**src/rtl/fixed_point_alu.sv**
```systemverilog
// Registered fixed-point ALU: add/sub with carry, multiply, logic ops, shifts.
// Define ALU_SIGNED_MUL_EN to make op 010 a two's-complement multiply.
module fixed_point_alu #(
    parameter int DATA_W = 4
) (
    input  logic                  clk,
    input  logic                  rst_n,
    input  logic                  en,
    input  logic [2:0]            op,
    input  logic [DATA_W-1:0]     A,
    input  logic [DATA_W-1:0]     B,
    input  logic                  Cin,
    output logic [DATA_W-1:0]     Out1,
    output logic                  Cout,
    output logic [2*DATA_W-1:0]   Out2,
    output logic                  Zero,
    output logic                  Ovf
);

    localparam int W  = DATA_W;
    localparam int W2 = 2 * DATA_W;

    localparam logic [2:0] OP_ADD = 3'b000;
    localparam logic [2:0] OP_SUB = 3'b001;
    localparam logic [2:0] OP_MUL = 3'b010;
    localparam logic [2:0] OP_AND = 3'b011;
    localparam logic [2:0] OP_OR  = 3'b100;
    localparam logic [2:0] OP_XOR = 3'b101;
    localparam logic [2:0] OP_SHL = 3'b110;
    localparam logic [2:0] OP_SHR = 3'b111;

    logic [W-1:0]  bop;
    logic [W:0]    sum;
    logic [W2-1:0] prod;
    logic [W-1:0]  r1;
    logic          rc;
    logic [W2-1:0] r2;
    logic          rv;

    // Subtract shares the adder: A + ~B + Cin.
    always_comb begin
        bop = (op == OP_SUB) ? ~B : B;
        sum = {1'b0, A} + {1'b0, bop} + {{W{1'b0}}, Cin};
`ifdef ALU_SIGNED_MUL_EN
        prod = {{W{A[W-1]}}, A} * {{W{B[W-1]}}, B};
`else
        prod = {{W{1'b0}}, A} * {{W{1'b0}}, B};
`endif
    end

    always_comb begin
        r1 = '0;
        rc = 1'b0;
        r2 = '0;
        rv = 1'b0;
        case (op)
            OP_ADD, OP_SUB: begin
                r1 = sum[W-1:0];
                rc = sum[W];
                r2 = {{(W-1){1'b0}}, sum};
                rv = (A[W-1] == bop[W-1]) && (sum[W-1] != A[W-1]);
            end
            OP_MUL: begin
                r2 = prod;
                r1 = prod[W-1:0];
`ifdef ALU_SIGNED_MUL_EN
                rc = prod[W2-1:W] != {W{prod[W-1]}};
`else
                rc = |prod[W2-1:W];
`endif
            end
            OP_AND: begin
                r1 = A & B;
                r2 = {{W{1'b0}}, A & B};
            end
            OP_OR: begin
                r1 = A | B;
                r2 = {{W{1'b0}}, A | B};
            end
            OP_XOR: begin
                r1 = A ^ B;
                r2 = {{W{1'b0}}, A ^ B};
            end
            OP_SHL: begin
                r1 = {A[W-2:0], Cin};
                rc = A[W-1];
                r2 = {{W{1'b0}}, A[W-2:0], Cin};
            end
            OP_SHR: begin
                r1 = {Cin, A[W-1:1]};
                rc = A[0];
                r2 = {{W{1'b0}}, Cin, A[W-1:1]};
            end
        endcase
    end

    always_ff @(posedge clk or negedge rst_n) begin
        if (!rst_n) begin
            Out1 <= '0;
            Cout <= 1'b0;
            Out2 <= '0;
            Ovf  <= 1'b0;
        end else if (en) begin
            Out1 <= r1;
            Cout <= rc;
            Out2 <= r2;
            Ovf  <= rv;
        end
    end

    assign Zero = ~|Out2;

endmodule

```
**config.mk**
```make
export PLATFORM = sky130hd
export DESIGN_NAME = fixed_point_alu
export DESIGN_NICKNAME = d
export VERILOG_FILES = /design/src/rtl/fixed_point_alu.sv
export SDC_FILE = /design/constraint.sdc
export NUM_CORES = 1
export LEC_CHECK = 0
export BUFFER_PORTS_ARGS = -buffer_cell sky130_fd_sc_hd__buf_2
export CORE_MARGIN = 2
export CORE_UTILIZATION = 55
export CTS_CLUSTER_DIAMETER = 120
export DETAILED_ROUTE_END_ITERATION = 16
export PLACE_DENSITY = 0.8
export RECOVER_POWER = 25
export REMOVE_ABC_BUFFERS = 1
export SYNTH_ARGS = -nofsm -noshare
export SYNTH_HDL_FRONTEND = slang
export SYNTH_SLANG_ARGS = --single-unit
```
**constraint.sdc**
```tcl
create_clock -name clk -period 1.35 [get_ports clk]
set_input_delay 0.2025 -clock clk [delete_from_list [all_inputs] [get_ports clk]]
set_output_delay 0.2025 -clock clk [all_outputs]
set_load 0.03 [all_outputs]
```
==> results of run 1 <==
[routing by layer]
| layer | global-route usage | routed length, um | vias to the layer above |
|---|---|---|---|
| met5 | 0 | 0 | - |
| met4 | 0.223 | 959 | 0 |
| met3 | 0.0488 | 1150 | 112 |
| met2 | 0.622 | 3340 | 248 |
| met1 | 0.361 | 2420 | 912 |
| li1 | - | - | 766 |
[worst register-to-register path: cells and delay by family, from the launching register on]
kind | cells | cell delay, ps
flip-flops | 1 | 390
AO/OA/AOI/OAI | 1 | 210
buffers and inverters | 2 | 260
[state kept, by name, indices dropped and copies added, names as in the netlist]
signal,flops
Ovf,1
Out1,3
Cout,1
Out2,5
[kinds of logic after synthesis]
kind of cell | Yosys count | synth area share
multiplexers | 6 | 0.0494
AO/OA/AOI/OAI | 38 | 0.179
adder cells (fa/ha/maj) | 29 | 0.278
flip-flops | 10 | 0.171
AND/OR/NAND/NOR | 49 | 0.159
buffers and inverters | 35 | 0.104
XOR/XNOR | 10 | 0.0597
[worst paths after layout]
path,end,slack (ps),cells after the start
hold reg to reg,Out2[6],550,1
setup reg to reg,Out2[5],370,3
min in group asynchronous,Out1[1],440,2
hold / removal,Out2[3],340,2
max in group asynchronous,Out2[4],540,2
setup / recovery,Cout,-1420,11
[power breakdown]
part	switching, mW	internal [mW]	leakage [nW]
logic	0.739	0.569	1.06
registers	0.0280	0.331	0.128
clock network	0.117	0.164	0.0210
total	0.884	1.06	1.21
[metrics by stage]
| stage | hold slack [ps] | cells | instance area, sq um |
|---|---|---|---|
| final | 335 | 288 | 2440 |
| after global routing | 312 | 288 | 2440 |
| after CTS | 229 | 279 | 2220 |
| after detailed placement | 72.8 | 270 | 1920 |
| after global placement | 61.3 | 270 | 1920 |
| after floorplan | -93.1 | 167 | 1410 |
[cells in the final DEF, fill, tap and decap left out, types with 2 or more instances in the layout]
| cell | count |
|---|---|
| buf_4 | 53 |
| inv_1 | 20 |
| buf_2 | 20 |
| nor2_1 | 14 |
| ha_1 | 14 |
| dfrtp_1 | 10 |
| buf_6 | 10 |
| nand2_1 | 8 |
| ha_4 | 8 |
| xnor2_1 | 5 |
| o21ai_0 | 5 |
| a21oi_2 | 5 |
| mux2i_1 | 5 |
| inv_2 | 4 |
| nor2_2 | 4 |
| nand3_1 | 4 |
| a22o_1 | 4 |
| a21oi_1 | 4 |
| nor2b_1 | 3 |
| fa_1 | 3 |
| fa_2 | 3 |
| clkbuf_4 | 3 |
| nor2_4 | 2 |
| xnor2_4 | 2 |
| nand2_2 | 2 |
| or4_4 | 2 |
| nand3b_1 | 2 |
| o211ai_1 | 2 |
| o21ai_1 | 2 |
| o221ai_1 | 2 |
| buf_8 | 2 |
[final cells by class]
class | count | area, sq um | share of cell area
Multi-Input combinational cell | 132 | 1370 | 0.560
Timing Repair Buffer | 87 | 654 | 0.268
Sequential cell | 10 | 250 | 0.103
Inverter | 25 | 93.8 | 0.0385
Tap cell | 30 | 37.5 | 0.0154
Clock buffer | 4 | 36.3 | 0.0149
[what timing repair did]
action                                  4_1_cts  5_1_grt
cloned                                        0        0
setup buffers                                 4        9
endpoints found under the setup margin       11       11
gates resized for setup                      51       25
endpoints found under the hold margin        10        0
hold buffers                                  1        0
pin swaps                                    35       18
==> reports/metrics.cfg, run 1 <==
[critical_path]
crit_slowest_cell=fa_2
crit_path_cell_trace=buf_2, nand2_2, fa_1, inv_2, fa_2, ha_1, a211oi_2, or4b_1, o2111ai_2, o41ai_2, nand2_1
crit_fanout=3
reg2reg_from=Out2[5]
startpoint=B[3]
critPathArrivalTime_ps=2930
critical_path_class=in2reg
startpoint_type=input pin
end_kind=flip-flop
slowest_delay_ps=570
crit_buf_inv=2
path_delay_family=adder cells
critPathRequiredTime_ps=1500

[clock_network]
htreeDepth=1
cts_tree=yes
cts_buffer_depth=2
clock_latency_ps=270
cts_root_buf=clkbuf_4
clk_pin_slew_ps=70
numCtsBuffers=3
cts_sinks=10

[global_routing]
grt_pass1_wl_um=8230
grt_max_degree=20
gr-total-overflow=0
grt_usage=0.341
first_global_vias=1752
antenna_found_initial=0

[logic_synthesis]
synth.top_cell.area_share=0.196
netlist_top_cells_area=ha_1, dfrtp_1, fa_1
ys_seq_area_frac=0.171
synth_edf_count=0
ys_warn_count=0
async_flop_share=1.00
synthDistinctLibCells=41
synth.most_common_cell=inv_1
synth_common_cells=inv_1, ha_1, nor2_1
synth.largest_area_cell=ha_1
syn_avg_cell_area_sq_um=8.29
ys.flop_type=dfrtp_1
synth-seq-cells=10
synthCells=177
netlist_area_sq_um=1470

[die]
start_util=0.587
core_sq_um=2500
dieWidth_um=55.7
rows=18
die_h_um=55.7
ios=30
dieArea_sq_um=3100

[routing]
antenna_left=0
routed_via_density=7.08
dr_total_vias=2038
drtIter0Drc=274
drcViolationCount=0
routed_wl_um=7870
dr.pass1.iters=7
routedWlPerCell_um=27.3

[status]
violations=negative setup slack
status=finished with violations

[sta]
fin_worst_skew_ps=0
rsz0062_at_grt=true
period_needed_ps=2770
finalMaxSlewViolations=0
fin_setup_tns_ps=-9680
hold_viol=0
timing.fmax_ghz=0.361
period_share=2.05
worst_slack_ps=-1420
timing.slew.headroom=0.621
worst_slew_pin_slew_ps=569
finalSetupViolations=11

[flow_run]
drv_cap=0

[final_layout]
syn_to_final_growth_pct=66.2
fin_util=0.975
drive_gt1_frac=0.531
fin_nets=303
fillers=34
antennaDiodeCount=0

[placed_design]
place_ws_ps=-1620
gp_congestion=0.913
numPortBuffers=29
post-dp-hpwl_um=3290

[power]
worst_ir_drop_vdd_mv=0.811
cellPowerDensity_nw_per_um2=798
power.leakage_nw=1.21
power_mw=1.95

[hold_path]
min_from=en
hold_class=in2reg

No activity file was read; power rests on OpenSTA's default activity.
==> run 2, diff against run 1 <==
--- a/config.mk
+++ b/config.mk
@@ -7,10 +7,10 @@
 export LEC_CHECK = 0
 export BUFFER_PORTS_ARGS = -buffer_cell sky130_fd_sc_hd__buf_2
 export CORE_MARGIN = 2
-export CORE_UTILIZATION = 55
+export CORE_UTILIZATION = 42
+export CTS_BUF_LIST = sky130_fd_sc_hd__clkbuf_8
 export CTS_CLUSTER_DIAMETER = 120
 export DETAILED_ROUTE_END_ITERATION = 16
-export PLACE_DENSITY = 0.8
 export RECOVER_POWER = 25
 export REMOVE_ABC_BUFFERS = 1
 export SYNTH_ARGS = -nofsm -noshare
==> reports/metrics.cfg, run 2 (synthesized netlist as in run 1, its figures left out) <==
[critical_path]
crit_fanout=4  ; was 3
crit_path_cell_trace=buf_8, nand2_4, fa_1, inv_2, fa_2, ha_4, a211oi_4, nor2_1, xor2_1, o41ai_2, nand2_1  ; was buf_2, nand2_2, fa_1, inv_2, fa_2, ha_1, a211oi_2, or4b_1, o2111ai_2, o41ai_2, nand2_1
startpoint_type=input pin  ; unchanged
critPathRequiredTime_ps=1450  ; was 1500 ps
crit_buf_inv=2  ; unchanged
path_delay_family=adder cells  ; unchanged
slowest_delay_ps=570  ; about the same
critical_path_class=in2reg  ; unchanged
crit_slowest_cell=fa_2  ; unchanged
end_kind=flip-flop  ; unchanged
critPathArrivalTime_ps=2630  ; was 2930 ps

[status]
status=finished with violations  ; unchanged
violations=negative setup slack  ; unchanged

[final_layout]
reg.largest.list=Out2 x5, Out1 x3  ; unchanged
multi_input_area_sq_um=1310  ; was 1370 sq um
antennaDiodeCount=0  ; unchanged
largest_register_ff_count=5  ; unchanged
register_area_sq_um=250  ; unchanged
drive_gt1_frac=0.525  ; was 0.531
fillers=250  ; was 34
mostFrequentLayoutCell=buf_4  ; unchanged
final_cell_mix=buf_4, buf_2, inv_1, nor2_1, buf_6  ; was buf_4, inv_1, buf_2, nor2_1, ha_1
syn_to_final_growth_pct=68.3  ; was 66.2%
fin_cells=307  ; was 288
top_register=Out2  ; unchanged
fin_nets=307  ; was 303

[routing]
routed_via_density=5.16  ; was 7.08
drtIter0Drc=61  ; was 274
routedWlPerCell_um=13.4  ; was 27.3 um
top_layer=met4  ; unchanged
met1_length_um=1750  ; was 2420 um
dr_total_vias=1583  ; was 2038
drcViolationCount=0  ; unchanged
dr.pass1.iters=4  ; was 7
dr_wl_met3_um=156  ; was 1150 um
antenna_left=0  ; unchanged
routed_wl_um=4120  ; was 7870 um
wl_met2_um=2120  ; was 3340 um

[placed_design]
post-dp-hpwl_um=3150  ; was 3290 um
place_ws_ps=-1600  ; was -1620 ps
post-place-cells=289  ; was 270
gp_congestion=0.893  ; was 0.913
numPortBuffers=29  ; unchanged

[global_routing]
grt_usage=0.219  ; was 0.341
grt_pass1_wl_um=7050  ; was 8230 um
gr-total-overflow=0  ; unchanged
antenna_found_initial=0  ; unchanged
grt_max_degree=20  ; unchanged
first_global_vias=1614  ; was 1752

[clock_network]
clock_latency_ps=220  ; was 270 ps
clk_pin_slew_ps=40  ; was 70 ps
cts_sinks=10  ; unchanged
cts_root_buf=clkbuf_8  ; was clkbuf_4
cts_buffer_depth=2  ; unchanged
numCtsBuffers=3  ; unchanged
htreeDepth=1  ; unchanged
cts_tree=yes  ; unchanged

[sta]
period_needed_ps=2530  ; was 2770 ps
timing.slew.headroom=0.654  ; was 0.621
fin_setup_tns_ps=-8050  ; was -9680 ps
worst_slack_ps=-1180  ; was -1420 ps
whs_ps=288  ; was 335 ps
worst_slew_pin_slew_ps=519  ; was 569 ps
hold_viol=0  ; unchanged
finalSetupViolations=11  ; unchanged
fin_worst_skew_ps=0  ; unchanged
timing.fmax_ghz=0.396  ; was 0.361 GHz
finalMaxSlewViolations=0  ; unchanged
rsz0062_at_grt=true  ; unchanged
period_share=1.87  ; was 2.05

[power]
power.leakage_nw=1.23  ; was 1.21 nW
cellPowerDensity_nw_per_um2=707  ; was 798 nW/um^2
worst_ir_drop_vdd_mv=0.257  ; was 0.811 mV

[die]
core_sq_um=3340  ; was 2500 sq um
ios=30  ; unchanged
dieWidth_um=63.1  ; was 55.7 um
die_h_um=63.1  ; was 55.7 um
start_util=0.440  ; was 0.587
dieArea_sq_um=3980  ; was 3100 sq um
rows=21  ; was 18

[flow_run]
drv_cap=0  ; unchanged

[hold_path]
hold_class=in2reg  ; unchanged

## run 2: cell count changes in the layout (fill, tap and decap cells not counted), sizes merged
cell,before,now
buf,85,89
clkbuf,5,4
## run 2: timing repair
action | in CTS | in global routing
hold buffers | 1 | 0
hold endpoints to repair | 10 | 0
endpoints found under the setup margin | 11 | 11
setup buffers | 9 | 5
gates resized for setup | 65 | 15
pin swaps | 40 | 14
## run 2: area by class of cell
class | count | share of cell area
clock buffers | 3 | 0.0167
inverters | 25 | 0.0390
multi-input cells | 132 | 0.532
flip-flops and latches | 10 | 0.101
well taps | 46 | 0.0233
repair buffers | 91 | 0.288
## run 2: path summary, 6_finish.rpt
path | startpoint | end | slack, ps | cells after the start
max in group asynchronous | rst_n | Out2[5] | 550 | 2
max | A[2] | Cout | -1180 | 11
min | en | Out1[2] | 290 | 2
min reg2reg | Cout | Cout | 520 | 2
min in group asynchronous | rst_n | Out1[2] | 460 | 2
max reg2reg | Out2[5] | Out2[5] | 420 | 3
## run 2: layer usage
layer / track usage / vias to the layer above
li1: - / 781
met1: 0.264 / 745
met2: 0.404 / 47
met3: 0.0214 / 10
met4: 0.0694 / 0
met5: 0 / -
## run 2: stage by stage
stage	total power, mW	utilization	cell area (sq um)
finish	1.75	0.740	2470
global placement	1.18	0.589	1960
CTS	1.69	0.713	2380
global route	1.87	0.740	2470
floorplan	0.820	-	1410
detailed placement	1.20	0.589	1960
## run 2: power by group
part / leakage, nW / total, mW / switching (mW) / internal, mW
clock network: 0.0216 / 0.289 / 0.0959 / 0.193
logic: 1.08 / 1.11 / 0.555 / 0.550
registers: 0.128 / 0.351 / 0.0189 / 0.332
==> run 3, diff against run 2 <==
--- a/config.mk
+++ b/config.mk
@@ -5,6 +5,7 @@
 export SDC_FILE = /design/constraint.sdc
 export NUM_CORES = 1
 export LEC_CHECK = 0
+export ABC_AREA = 1
 export BUFFER_PORTS_ARGS = -buffer_cell sky130_fd_sc_hd__buf_2
 export CORE_MARGIN = 2
 export CORE_UTILIZATION = 42
==> reports/metrics.cfg, run 3 <==
[critical_path]
crit_path_cell_trace=buf_8, nand2_4, fa_1, inv_2, fa_2, fa_2, xnor2_2, nand3_1, nor2_1, nand2_1, nand2_1, nand2_1, nand2_1, nand2_1  ; was buf_8, nand2_4, fa_1, inv_2, fa_2, ha_4, a211oi_4, nor2_1, xor2_1, o41ai_2, nand2_1
slowest_delay_ps=550  ; was 570 ps
cp_common_cell=nand2_1
critical_path_class=in2reg  ; unchanged
startpoint_type=input pin  ; unchanged
crit_fanout=2  ; was 4
end_kind=flip-flop  ; unchanged
critPathRequiredTime_ps=1480  ; was 1450 ps
crit_slowest_cell=fa_1  ; was fa_2
critPathArrivalTime_ps=2380  ; was 2630 ps

[sta]
worst_slew_pin_slew_ps=528  ; was 519 ps
rsz0062_at_grt=true  ; unchanged
period_needed_ps=2260  ; was 2530 ps
fin_worst_skew_ps=0  ; unchanged
finalSetupViolations=10  ; was 11
period_share=1.67  ; was 1.87
timing.fmax_ghz=0.443  ; was 0.396 GHz
timing.slew.headroom=0.648  ; was 0.654
hold_viol=0  ; unchanged
worst_slack_ps=-906  ; was -1180 ps
finalMaxSlewViolations=0  ; unchanged

[global_routing]
grt_usage=0.218  ; was 0.219
grt_max_degree=12  ; was 20
first_global_vias=1530  ; was 1614
gr-total-overflow=0  ; unchanged
grt_pass1_wl_um=6810  ; was 7050 um
antenna_found_initial=0  ; unchanged

[routing]
dr.pass1.iters=4  ; unchanged
routed_via_density=4.84  ; was 5.16
drcViolationCount=0  ; unchanged
drtIter0Drc=58  ; was 61
antenna_left=0  ; unchanged
routed_wl_um=3870  ; was 4120 um
dr_total_vias=1564  ; was 1583
routedWlPerCell_um=12.0  ; was 13.4 um

[logic_synthesis]
ys_seq_area_frac=0.170  ; was 0.171
ys.flop_type=dfrtp_1  ; unchanged
synthDistinctLibCells=26  ; was 41
synth.most_common_cell=nand2_1  ; was inv_1
synth_common_cells=nand2_1, inv_1, ha_1  ; was inv_1, ha_1, nor2_1
syn_avg_cell_area_sq_um=6.90  ; was 8.29 sq um
netlist_area_sq_um=1470  ; about the same
synth.largest_area_cell=ha_1  ; unchanged
netlist_top_cells_area=ha_1, dfrtp_1, nand2_1  ; was ha_1, dfrtp_1, fa_1
async_flop_share=1.00  ; unchanged
synth_edf_count=0  ; unchanged
synth.top_cell.area_share=0.196  ; about the same
ys_warn_count=0  ; unchanged
synth-seq-cells=10  ; unchanged
synthCells=213  ; was 177

[placed_design]
numPortBuffers=29  ; unchanged
gp_congestion=0.862  ; was 0.893
post-place-cells=317  ; was 289
post-dp-hpwl_um=3120  ; was 3150 um

[hold_path]
hold_class=in2reg  ; unchanged

[die]
core_sq_um=3340  ; unchanged
dieArea_sq_um=3990  ; was 3980 sq um
dieWidth_um=63.1  ; about the same
start_util=0.440  ; about the same
ios=30  ; unchanged
die_h_um=63.1  ; about the same
rows=21  ; unchanged

[flow_run]
drv_cap=0  ; unchanged

[power]
worst_ir_drop_vdd_mv=0.296  ; was 0.257 mV
p_switching_mw=0.642  ; was 0.670 mW
power.leakage_nw=1.21  ; was 1.23 nW
p_int_mw=0.922  ; was 1.08 mW
power_mw=1.56  ; was 1.75 mW
p_comb_frac=0.578  ; was 0.633
seqPwrFrac=0.229  ; was 0.201
clkPwrFrac=0.193  ; was 0.166
switching_share=0.410  ; was 0.384
cellPowerDensity_nw_per_um2=708  ; was 707 nW/um^2

[final_layout]
final_cell_mix=nand2_1, inv_1, buf_4, buf_2, ha_1  ; was buf_4, buf_2, inv_1, nor2_1, buf_6
fin_nets=323  ; was 307
mostFrequentLayoutCell=nand2_1  ; was buf_4
syn_to_final_growth_pct=50.5  ; was 68.3%
top_register=Out2  ; unchanged
fin_cells=323  ; was 307
antennaDiodeCount=0  ; unchanged
largest_register_ff_count=5  ; unchanged
drive_gt1_frac=0.404  ; was 0.525
reg.largest.list=Out2 x5, Out1 x3  ; unchanged

[clock_network]
numCtsBuffers=3  ; unchanged
htreeDepth=1  ; unchanged
clock_latency_ps=230  ; was 220 ps
cts_buffer_depth=2  ; unchanged
cts_root_buf=clkbuf_8  ; unchanged
cts_sinks=10  ; unchanged
clk_pin_slew_ps=40  ; about the same
cts_tree=yes  ; unchanged

[status]
status=finished with violations  ; unchanged
violations=negative setup slack  ; unchanged

-- run 3: cell count changes after synthesis, sizes merged, moves of 5 or more --
cell   delta
nand2    +40
inv      +22
nand3    +13
nor2      -8
o21ai     +6
xnor2     -6
mux2i     -5
-- run 3: layout make-up --
cell class	instances	area, sq um
clock buffers	3	41.3
fillers	321	1130
inverters	46	173
multi-input cells	152	1200
flip-flops and latches	10	250
well taps	46	57.6
repair buffers	66	489
-- run 3: path summary, 6_finish.rpt --
| check | start | endpoint | slack (ps) | cells past startpoint |
|---|---|---|---|---|
| worst min-delay path | en | Out2[4] | 330 | 3 |
| worst min register to register | Ovf | Ovf | 480 | 2 |
| max in group asynchronous | rst_n | Out2[4] | 550 | 2 |
| min in group asynchronous | rst_n | Out1[1] | 450 | 2 |
| worst max-delay path | A[1] | Cout | -910 | 14 |
| worst max register to register | Out1[2] | Out1[2] | 630 | 2 |
-- run 3: routing by layer --
layer  global-route usage  vias to the layer above  share of wire
li1                     -                      801              -
met1                0.257                      723           0.45
met2                0.410                       35           0.50
met3               0.0161                        5          0.035
met4               0.0750                        0          0.014
met5                    0                        -              0
-- run 3: metrics by stage --
step	util	cell area [sq um]	hold slack [ps]	setup slack [ps]	setup TNS, ps
final	0.663	2210	329	-906	-5960
after detailed placement	0.567	1890	72.5	-1420	-9880
after CTS	0.657	2190	331	-929	-6120
after global placement	0.567	1890	69.1	-1340	-9570
after global routing	0.663	2210	367	-1030	-7110
after floorplan	-	1430	-93.1	-1160	-7880
-- run 3: cell families after synthesis --
group           after synthesis  synth area share
compound gates               30             0.114
xor+xnor                      7            0.0417
fa+ha+maj                    29             0.278
buf+inv                      51             0.141
flops                        10             0.170
simple gates                 86             0.255
-- run 3: power groups by stage --
| stage | sequential (mW) | clock (mW) | combinational, mW |
|---|---|---|---|
| after global placement | 0.360 | 0 | 0.739 |
| final | 0.359 | 0.301 | 0.904 |
| after CTS | 0.358 | 0.312 | 0.887 |
| after detailed placement | 0.360 | 0 | 0.747 |
| after floorplan | 0.464 | 0 | 0.352 |
| after global routing | 0.363 | 0.332 | 1.01 |
-- run 3: critical path: cells and delay by family --
kind	cells	cell delay (ps)
adders and majority gates	3	1410
and+or+nand+nor	8	490
buffers and inverters	2	120
xor gates and xnor gates	1	150
-- run 3: repair_timing --
| item | 4_1_cts | 5_1_grt |
|---|---|---|
| cloned | 0 | 0 |
| setup endpoints to repair | 10 | 11 |
| buffers inserted | 2 | 0 |
| hold buffers | 1 | 0 |
| pin swaps | 27 | 6 |
| endpoints found under the hold margin | 10 | 0 |
| resized for setup | 49 | 9 |
